### src/rtl/fetch_pkg.sv
// Shared definitions for the fetch stage: NOP encoding, FSM states,
// default reset PC and the instruction-queue entry layout.
package fetch_pkg;

  localparam logic [31:0] NOP_INST         = 32'h0000_0000;
  localparam logic [31:0] DEFAULT_RESET_PC = 32'h0000_0000;

  typedef enum logic {
    ST_RUN   = 1'b0,
    ST_DRAIN = 1'b1
  } fetch_state_t;

  typedef struct packed {
    logic [31:0] inst;
    logic [31:0] pc4;
  } fifo_entry_t;

endpackage

### src/rtl/fetch_fifo.sv
// Synchronous instruction queue of {instruction, pc+4} entries with
// push/pop/flush; flush wins over push and pop in the same cycle.
module fetch_fifo
  import fetch_pkg::*;
#(
  parameter  int DEPTH = 2,
  localparam int PW    = $clog2(DEPTH),
  localparam int CW    = PW + 1
) (
  input  logic        clk,
  input  logic        rst,
  input  logic        flush,
  input  logic        push,
  input  fifo_entry_t push_data,
  input  logic        pop,
  output fifo_entry_t head,
  output logic [CW-1:0] count,
  output logic        empty,
  output logic        full
);

  fifo_entry_t   mem_q [DEPTH];
  fifo_entry_t   mem_d [DEPTH];
  logic [PW-1:0] wr_ptr_q, wr_ptr_d;
  logic [PW-1:0] rd_ptr_q, rd_ptr_d;
  logic [CW-1:0] count_q, count_d;
  logic          do_push;
  logic          do_pop;

  assign empty   = (count_q == '0);
  assign full    = (count_q == CW'(DEPTH));
  assign head    = mem_q[rd_ptr_q];
  assign count   = count_q;
  assign do_push = push && !full;
  assign do_pop  = pop && !empty;

  always_comb begin
    mem_d    = mem_q;
    wr_ptr_d = wr_ptr_q;
    rd_ptr_d = rd_ptr_q;
    count_d  = count_q;
    if (flush) begin
      wr_ptr_d = '0;
      rd_ptr_d = '0;
      count_d  = '0;
    end else begin
      if (do_push) begin
        mem_d[wr_ptr_q] = push_data;
        wr_ptr_d        = wr_ptr_q + PW'(1);
      end
      if (do_pop) begin
        rd_ptr_d = rd_ptr_q + PW'(1);
      end
      count_d = count_q + CW'(do_push) - CW'(do_pop);
    end
  end

  always_ff @(posedge clk) begin
    if (rst) begin
      wr_ptr_q <= '0;
      rd_ptr_q <= '0;
      count_q  <= '0;
    end else begin
      wr_ptr_q <= wr_ptr_d;
      rd_ptr_q <= rd_ptr_d;
      count_q  <= count_d;
    end
  end

  // Storage needs no reset: count gates every read of it.
  always_ff @(posedge clk) begin
    mem_q <= mem_d;
  end

endmodule

### src/rtl/fetch_stage.sv
// Instruction fetch: fetch PC, queue of fetched words, IF/ID register, and a
// RUN/DRAIN FSM that swallows the in-flight response after a redirect.
module fetch_stage
  import fetch_pkg::*;
#(
  parameter  logic [31:0] RESET_PC = DEFAULT_RESET_PC,
  parameter  int          QDEPTH   = 2,
  localparam int          CW       = $clog2(QDEPTH) + 1
) (
  input  logic          clk,
  input  logic          rst,
  output logic          imem_req,
  output logic [31:0]   imem_addr,
  input  logic          imem_ack,
  input  logic [31:0]   imem_rdata,
  input  logic          id_stall,
  input  logic          redirect,
  input  logic [31:0]   redirect_pc,
  output logic [31:0]   dinst,
  output logic [31:0]   dpc4,
  output logic          dvalid,
  output fetch_state_t  dbg_state,
  output logic [CW-1:0] dbg_fifo_count
);

  // Memory handshake: a response is taken in any cycle with imem_req && imem_ack;
  // imem_addr stays constant from the cycle imem_req rises until that cycle.
  fetch_state_t state_q, state_d;
  logic [31:0]  fpc_q, fpc_d;
  logic [31:0]  drain_addr_q, drain_addr_d;
  logic [31:0]  dinst_q, dinst_d;
  logic [31:0]  dpc4_q, dpc4_d;
  logic         dvalid_q, dvalid_d;

  logic         fifo_push, fifo_pop, fifo_flush;
  fifo_entry_t  fifo_push_data, fifo_head;
  logic [CW-1:0] fifo_count;
  logic         fifo_empty, fifo_full;
  logic         accept;

  fetch_fifo #(.DEPTH(QDEPTH)) u_fifo (
    .clk       (clk),
    .rst       (rst),
    .flush     (fifo_flush),
    .push      (fifo_push),
    .push_data (fifo_push_data),
    .pop       (fifo_pop),
    .head      (fifo_head),
    .count     (fifo_count),
    .empty     (fifo_empty),
    .full      (fifo_full)
  );

  always_comb begin
    imem_req = 1'b0;
    if (!rst) begin
      imem_req = (state_q == ST_DRAIN) ? 1'b1 : !fifo_full;
    end
  end

  assign imem_addr      = (state_q == ST_DRAIN) ? drain_addr_q : fpc_q;
  assign accept         = imem_req && imem_ack;
  assign fifo_push_data = '{inst: imem_rdata, pc4: fpc_q + 32'd4};

  always_comb begin
    state_d      = state_q;
    fpc_d        = fpc_q;
    drain_addr_d = drain_addr_q;
    dinst_d      = dinst_q;
    dpc4_d       = dpc4_q;
    dvalid_d     = dvalid_q;
    fifo_push    = 1'b0;
    fifo_pop     = 1'b0;
    fifo_flush   = 1'b0;
    if (redirect) begin
      fifo_flush = 1'b1;
      dinst_d    = NOP_INST;
      dvalid_d   = 1'b0;
      fpc_d      = redirect_pc;
      if (state_q == ST_RUN) begin
        if (imem_req && !imem_ack) begin
          state_d      = ST_DRAIN;
          drain_addr_d = fpc_q;
        end
      end else if (imem_ack) begin
        // The old in-flight response arrives now, so nothing is left to drain.
        state_d = ST_RUN;
      end
    end else begin
      if (state_q == ST_RUN) begin
        if (accept) begin
          fifo_push = 1'b1;
          fpc_d     = fpc_q + 32'd4;
        end
      end else if (imem_ack) begin
        state_d = ST_RUN;
      end
      if (!id_stall) begin
        if (!fifo_empty) begin
          dinst_d  = fifo_head.inst;
          dpc4_d   = fifo_head.pc4;
          dvalid_d = 1'b1;
          fifo_pop = 1'b1;
        end else begin
          dinst_d  = NOP_INST;
          dvalid_d = 1'b0;
        end
      end
    end
  end

  always_ff @(posedge clk) begin
    if (rst) begin
      state_q      <= ST_RUN;
      fpc_q        <= RESET_PC;
      drain_addr_q <= RESET_PC;
      dinst_q      <= NOP_INST;
      dpc4_q       <= 32'h0;
      dvalid_q     <= 1'b0;
    end else begin
      state_q      <= state_d;
      fpc_q        <= fpc_d;
      drain_addr_q <= drain_addr_d;
      dinst_q      <= dinst_d;
      dpc4_q       <= dpc4_d;
      dvalid_q     <= dvalid_d;
    end
  end

  assign dinst          = dinst_q;
  assign dpc4           = dpc4_q;
  assign dvalid         = dvalid_q;
  assign dbg_state      = state_q;
  assign dbg_fifo_count = fifo_count;

endmodule

### config.mk
export PLATFORM = sky130hd
export DESIGN_NAME = fetch_stage
export DESIGN_NICKNAME = d
export VERILOG_FILES = /design/src/rtl/fetch_pkg.sv /design/src/rtl/fetch_fifo.sv /design/src/rtl/fetch_stage.sv
export SDC_FILE = /design/constraint.sdc
export NUM_CORES = 1
export LEC_CHECK = 0
export CAP_MARGIN = 20
export CORE_MARGIN = 4
export CORE_UTILIZATION = 48
export CTS_CLUSTER_DIAMETER = 50
export DETAILED_ROUTE_END_ITERATION = 7
export PLACE_DENSITY = 0.74
export SYNTH_ARGS = -nofsm -noshare
export SYNTH_HDL_FRONTEND = slang
export SYNTH_SLANG_ARGS = --single-unit
### constraint.sdc
create_clock -name clk -period 5.6 [get_ports clk]
set_input_delay 0.56 -clock clk [delete_from_list [all_inputs] [get_ports clk]]
set_output_delay 0.56 -clock clk [all_outputs]
set_load 0.05 [all_outputs]
==> key figures, run 1 <==
Status
  • Outcome: finished clean

Logic synthesis
  • Mapped cell area: about 11000 um2
  • Post-Syn Instances: 915
  • Yosys top cell area share: 0.359
  • Synth top area cells: edfxtp_1, dfxtp_1, mux2_2
  • Synth Register Bits: 262
  • Synth area leader: edfxtp_1
  • Sequential share of the synthesized area: 0.609
  • Syn Nets: around 990
  • Syn avg cell area: 11.7 um2
  • Synth warn: 0
  • Distinct cells, synth: between 40 and 50

Worst setup path
  • R2R Setup Slk: ~2300 ps
  • Max FO, Critical Path: 53
  • WP data required: 5790 ps
  • R2R cell count: 4
  • Startpoint types: input port
  • Worst setup EP type: flop
  • Worst Setup Path Type: in -> reg
  • Worst reg2reg path endpoint: u_fifo.mem_q[62]$_DFFE_PP_
  • Reg2reg start: dbg_state$_SDFF_PP0_
  • WP data arrival: approximately 3500 ps

STA
  • Worst Slack Setup Final: 2280 ps
  • Final Max Slew Viols: 0
  • Worst-Margin Slew: 1060 ps
  • Crit path time final: roughly 3300 ps
  • Final hold vios: 0
  • Fin Hold WS: about 460 ps
  • Worst rel slew slack: 0.291
  • RSZ-0062 raised after global routing: no
  • Setup TNS: 0 ps
  • # setup viols final: 0
  • Fin crit share: 0.593
  • Max Clock Freq: 0.301 GHz
  • Clock Skew: approximately 12 ps

Routing
  • Vias: ~7400
  • Via density: roughly 5.5
  • DRT Wirelength: ~24000 um
  • 1st-iter DRT viols: roughly 420
  • ANT nets after route: 0
  • Post-DR wirelength/cell: 18.1 um
  • TritonRoute pass-1 iters: 5
  • Residual DRC: 0

Die
  • Core area: around 22000 um2
  • Die H: around 160 um
  • Initial Utilization: 0.490
  • Row count: between 50 and 60
  • Io pins: 170
  • DIE AREA: ~25000 um2
  • Die Span X: ~160 um

Global route
  • Initial antenna violation count: 0
  • Vias in the first global route: roughly 7100
  • Total gr overflow: 0
  • Largest net degree at the start of global routing: 66
  • First-pass GRT wire length: ~38000 um
  • Total GRT Usage: 0.194

Cells and area
  • Ant diodes: 0
  • Final net count: between 1000 and 1500
  • Filler Cell Count: 1738
  • Layout cell share with drive strength beyond 1: 0.129
  • Area Growth Syn to Fin: 25.3%

Clock tree
  • Worst-skew pair later-pin latency: approximately 530 ps
  • CTS tree: done
  • Cts repair resizes: 0
  • Clock Tree Root: clkbuf_16
  • Longest Clk Path Bufs: 3
  • CTS sink count: 262
  • Post-CTS setup buffer count: 0
  • Inserted Clock Buffers: 28
  • H-tree Lvls: 1
  • CTS Hold Bufs: 0
  • Reg clk slew, reported paths: around 60 ps

Pwr
  • Leakage dissipation: between 4 and 5 nW
  • VDD IR max: ~0.20 mV
  • PwrDens: 324 nW/um2

Hold path
  • HP Start: drain_addr_q[7]$_SDFFE_PP0P_
  • Worst Hold End: drain_addr_q[7]$_SDFFE_PP0P_
  • Hold Path Class: reg -> reg
  • Hold Path Stages: 2

Placement
  • Routability cong.: approximately 0.82
  • DP Wirelength: 15900 um
  • Place WS: 1690 ps
  • IO Port Bufs: between 150 and 200

Job
  • Max-cap violations: 0
==> cell families after synthesis <==
logic type	synth area share
buf+inv	0.0376
compound gates	0.0859
fa+ha+maj	0.00233
simple gates	0.121
mux	0.0958
flops	0.609
xor+xnor	0.0482
==> worst max path at each step <==
stage	startpoint	end	slack [ps]	cells after the start
after floorplan	u_fifo.count[0]$_SDFF_PP0_	u_fifo.mem_q[100]$_DFFE_PP_	1280	4
after global placement	redirect	u_fifo.mem_q[59]$_DFFE_PP_	1710	4
after detailed placement	redirect	u_fifo.mem_q[22]$_DFFE_PP_	1690	4
after CTS	redirect	u_fifo.mem_q[22]$_DFFE_PP_	2260	4
after global routing	redirect	u_fifo.mem_q[22]$_DFFE_PP_	2040	4
final	redirect	u_fifo.mem_q[62]$_DFFE_PP_	2280	4
==> cells in the final DEF (no fill, tap or decap), drive strengths merged, types with 32 or more instances in the layout <==
cell type | netlist | layout
edfxtp | 128 | 128
o21ai | 43 | 43
clkbuf | 52 | 38
nor2 | 109 | 109
clkdlybuf4s50 | 0 | 168
a211oi | 48 | 48
mux2 | 61 | 61
nand2 | 95 | 95
xnor2 | 34 | 34
a22oi | 32 | 32
dfxtp | 134 | 134
mux2i | 34 | 34
==> report_power, final <==
| group | leakage [nW] | internal [W] | switching (W) | total (W) |
|---|---|---|---|---|
| combinational | 1.72 | 0.000151 | 0.000221 | 0.000372 |
| clock | 0.457 | 0.00111 | 0.000736 | 0.00185 |
| sequential | 2.26 | 0.00206 | 0.0000574 | 0.00212 |
| total | 4.44 | 0.00333 | 0.00101 | 0.00434 |
==> critical path, stage by stage <==
cell and delay [ps]:
clkdlybuf4s50_1 700, inv_2 750, and3_2 930, buf_4 530
==> layer usage <==
layer / up-vias / routed length (um) / GRT usage
li1: 3551 / - / -
met1: 3526 / 10600 / 0.269
met2: 282 / 11400 / 0.313
met3: 49 / 1890 / 0.0341
met4: 0 / 617 / 0.0598
met5: - / 0 / 0
==> synthesized netlist by cell type (all sizes together) <==
master / instances
or3: 3
o21ai: 43
inv: 6
clkbuf: 52
nor2b: 2
a21bo: 1
and4: 3
and3: 4
o21a: 2
nand4: 12
a211oi: 48
edfxtp: 128
mux2i: 34
and4bb: 1
buf: 23
or2: 2
nand3: 15
dfxtp: 134
mux2: 61
nand2b: 2
nor3: 14
a311oi: 3
ha: 2
xor2: 25
nand2: 95
nand3b: 1
a21oi: 8
a21o: 1
nor2: 109
nor4: 11
a31oi: 1
a22oi: 32
and2b: 1
or4: 2
xnor2: 34
==> stage by stage <==
| step | area, um2 | utilization | power (W) | cells |
|---|---|---|---|---|
| after CTS | 13400 | 0.613 | 0.00437 | 1351 |
| after global routing | 13400 | 0.613 | 0.00451 | 1351 |
| after global placement | 12500 | 0.570 | 0.00253 | 1299 |
| after floorplan | 10700 | - | 0.00239 | 915 |
| after detailed placement | 12500 | 0.570 | 0.00253 | 1299 |
| final | 13400 | 0.613 | 0.00434 | 1351 |
==> state kept, by name, summed over array words and instances (netlist names) <==
name,flops
fpc_q,32
drain_addr_q,32
dvalid,1
dbg_state,1
u_fifo.mem_q,128
u_fifo.rd_ptr_q,1
u_fifo.count,2
dpc4,32
u_fifo.wr_ptr_q,1
dinst,32
==> area by class of cell <==
class	instances	area, um2	area share
Tap cell	280	350	0.0261
Inverter	6	22.5	0.00168
Clock inverter	14	166	0.0124
Timing Repair Buffer	179	1760	0.131
Sequential cell	262	6530	0.487
Multi-Input combinational cell	572	3810	0.284
Clock buffer	38	778	0.0580
Note: power is estimated with default switching activity, not from simulation.
==> inputs of run 2 (changes only) <==
- clock period: 5.6 -> 3 ns (I/O delays scaled with it)
==> key figures, run 2 (synthesis results as in run 1) <==
Global route
  • Busiest grt layer: met2
  • Vias in the first global route: 7334 (+2.9%)
  • Largest net degree at the start of global routing: 66 (unchanged)
  • Met3 GRT Util: 0.0283 (-0.00577)
  • M2 GR Usage: 0.324 (+0.0108)
  • Initial antenna violation count: 0 (unchanged)
  • First-pass GRT wire length: 39200 um (+1.9%)
  • Met1 usage: 0.276 (+0.00690)
  • Total GRT Usage: 0.199 (+0.00498)
  • Total gr overflow: 0 (unchanged)

Clock tree
  • Longest Clk Path Bufs: 3 (unchanged)
  • H-tree Lvls: 1 (unchanged)
  • Inserted Clock Buffers: 30 (+7.1%)
  • CTS Hold Bufs: 0 (unchanged)
  • Reg clk slew, reported paths: 60 ps (about the same)
  • Post-CTS setup buffer count: 0 (unchanged)
  • Clock Tree Root: clkbuf_16
  • Cts repair resizes: 0 (unchanged)
  • CTS sink count: 262 (unchanged)
  • Worst-skew pair later-pin latency: 550 ps (+20 ps)
  • CTS tree: done

Hold path
  • Hold Path Class: in -> reg

Die
  • DIE AREA: 24800 um2 (unchanged)
  • Die H: 157 um (unchanged)
  • Row count: 54 (unchanged)
  • Die Span X: 157 um (unchanged)
  • Core area: 21900 um2 (unchanged)
  • Io pins: 170 (unchanged)
  • Initial Utilization: 0.490 (unchanged)

Routing
  • 1st-iter DRT viols: 462 (+10%)
  • Post-DR wirelength/cell: 18.2 um (+0.59%)
  • ANT nets after route: 0 (unchanged)
  • Vias: 7432 (+0.32%)
  • DRT Wirelength: 25000 um (+2.3%)
  • TritonRoute pass-1 iters: 5 (unchanged)
  • Via density: 5.41 (-1.4%)
  • Residual DRC: 0 (unchanged)

Pwr
  • PwrDens: 596 nW/um2 (+84%)
  • P_int: 0.00609 W (+83%)
  • Share of total power in combinational logic: 0.089 (+0.003)
  • Leakage dissipation: 4.56 nW (+2.8%)
  • Sequential Power Share: 0.487 (about the same)
  • Net Switching: 0.00201 W (+98%)
  • Sw Share: 0.248 (+0.0144)
  • Clk pwr share: 0.424 (-0.002)
  • Total chip power: 0.00810 W (+87%)
  • VDD IR max: 0.351 mV (+75%)

Placement
  • Post-place instance area: 12600 um2 (+1.4%)
  • IO Port Bufs: 169 (unchanged)
  • Routability cong.: 0.804 (-2.0%)
  • Cell count after placement: 1318 (+1.5%)
  • DP Wirelength: 16600 um (+4.5%)

Cells and area
  • Ant diodes: 0 (unchanged)
  • Post-route cell area: 13600 um2 (+1.3%)
  • Layout cell share with drive strength beyond 1: 0.153 (+0.0238)
  • Non-Filler Instances: 1374 (+1.7%)
  • Max reg flops: 128 (unchanged)
  • Final net count: 1141 (+1.9%)
  • Reg with most FFs: u_fifo.mem_q
  • Most frequent cells in the layout: clkdlybuf4s50_1, dfxtp_1, edfxtp_1
  • Most common cell after layout, fill and taps aside: clkdlybuf4s50_1
  • Area Growth Syn to Fin: 26.9%

Worst setup path
  • Delay of the slowest cell on the worst path: 880 ps (-50 ps)
  • Startpoint types: flop
  • Worst setup EP type: output port
  • Worst Setup Path Type: reg -> out
  • Max FO, Critical Path: 41 (-23%)
  • Worst setup path startpoint: dbg_state$_SDFF_PP0_
  • Worst path cell trace: nand2_1 > o21ai_0 > clkdlybuf4s50_1
  • Worst setup path endpoint: imem_addr[14]
  • WP data arrival: 2420 ps (-1090 ps)
  • WP data required: 2700 ps (-3090 ps)
  • Worst reg2reg path endpoint: u_fifo.mem_q[127]$_DFFE_PP_
  • R2R Setup Slk: 640 ps (-1660 ps)
  • R2R cell count: 4 (unchanged)
  • Reg2reg start: dbg_state$_SDFF_PP0_
  • Slowest-stage cell, CP: clkdlybuf4s50_1

STA
  • Setup TNS: 0 ps (unchanged)
  • Worst-Margin Slew: 805 ps (-259 ps)
  • Crit path time final: about 2700 ps
  • Worst rel slew slack: 0.463 (+0.173)
  • Clock Skew: 12.6 ps (+0.678 ps)
  • Final hold vios: 0 (unchanged)
  • Final Max Slew Viols: 0 (unchanged)
  • Max Clock Freq: around 0.37 GHz
  • Fin crit share: 0.906
  • RSZ-0062 raised after global routing: no
  • # setup viols final: 0 (unchanged)

Status
  • Outcome: finished clean

Job
  • Max-cap violations: 0 (unchanged)
run 2: routing by layer:
| layer | vias to the layer above | wire (um) |
|---|---|---|
| li1 | 3589 | - |
| met1 | 3558 | 11000 |
| met2 | 230 | 11800 |
| met3 | 55 | 1500 |
| met4 | 0 | 722 |
| met5 | - | 0 |
run 2: cell type report:
cell class,instances,area (um2)
Timing Repair Buffer,198,1920
Inverter,6,22.5
Multi-Input combinational cell,572,3820
Sequential cell,262,6540
Clock inverter,22,156
Fill cell,1749,8290
Clock buffer,34,797
Tap cell,280,350
run 2: through the flow:
step / hold slack, ps / utilization / setup slack (ps)
after global placement: 439 / 0.578 / 426
after CTS: 126 / 0.621 / 292
after floorplan: 399 / - / 14.6
after detailed placement: 449 / 0.578 / 384
after global routing: 131 / 0.621 / 170
final: 144 / 0.621 / 282
run 2: power by group through the flow:
stage / combinational [W] / sequential (W) / clock [W]
after floorplan: 0.000441 / 0.00402 / 0
after global placement: 0.000711 / 0.00402 / 0
after detailed placement: 0.000718 / 0.00402 / 0
after CTS: 0.000724 / 0.00395 / 0.00350
after global routing: 0.000770 / 0.00396 / 0.00366
final: 0.000722 / 0.00395 / 0.00343
run 2: worst min path at each step:
stage                                  from  cells after the start                           end  slack, ps
5_1_grt                                 rst                      2         dpc4[21]$_SDFFE_PP0P_        130
2_1_floorplan                 imem_rdata[4]                      0   u_fifo.mem_q[100]$_DFFE_PP_        400
3_5_place_dp   drain_addr_q[3]$_SDFFE_PP0P_                      2  drain_addr_q[3]$_SDFFE_PP0P_        450
6_report                                rst                      2        fpc_q[25]$_SDFFE_PP0P_        140
4_1_cts                                 rst                      2        fpc_q[25]$_SDFFE_PP0P_        130
3_3_place_gp   drain_addr_q[4]$_SDFFE_PP0P_                      2  drain_addr_q[4]$_SDFFE_PP0P_        440
run 2: critical path: cells and delay by family, from the launching register on:
kind / cells / cell delay, ps
buffers and inverters: 1 / 880
DFF: 1 / 700
and+or+nand+nor: 1 / 100
AOI/OAI and AO/OA: 1 / 180
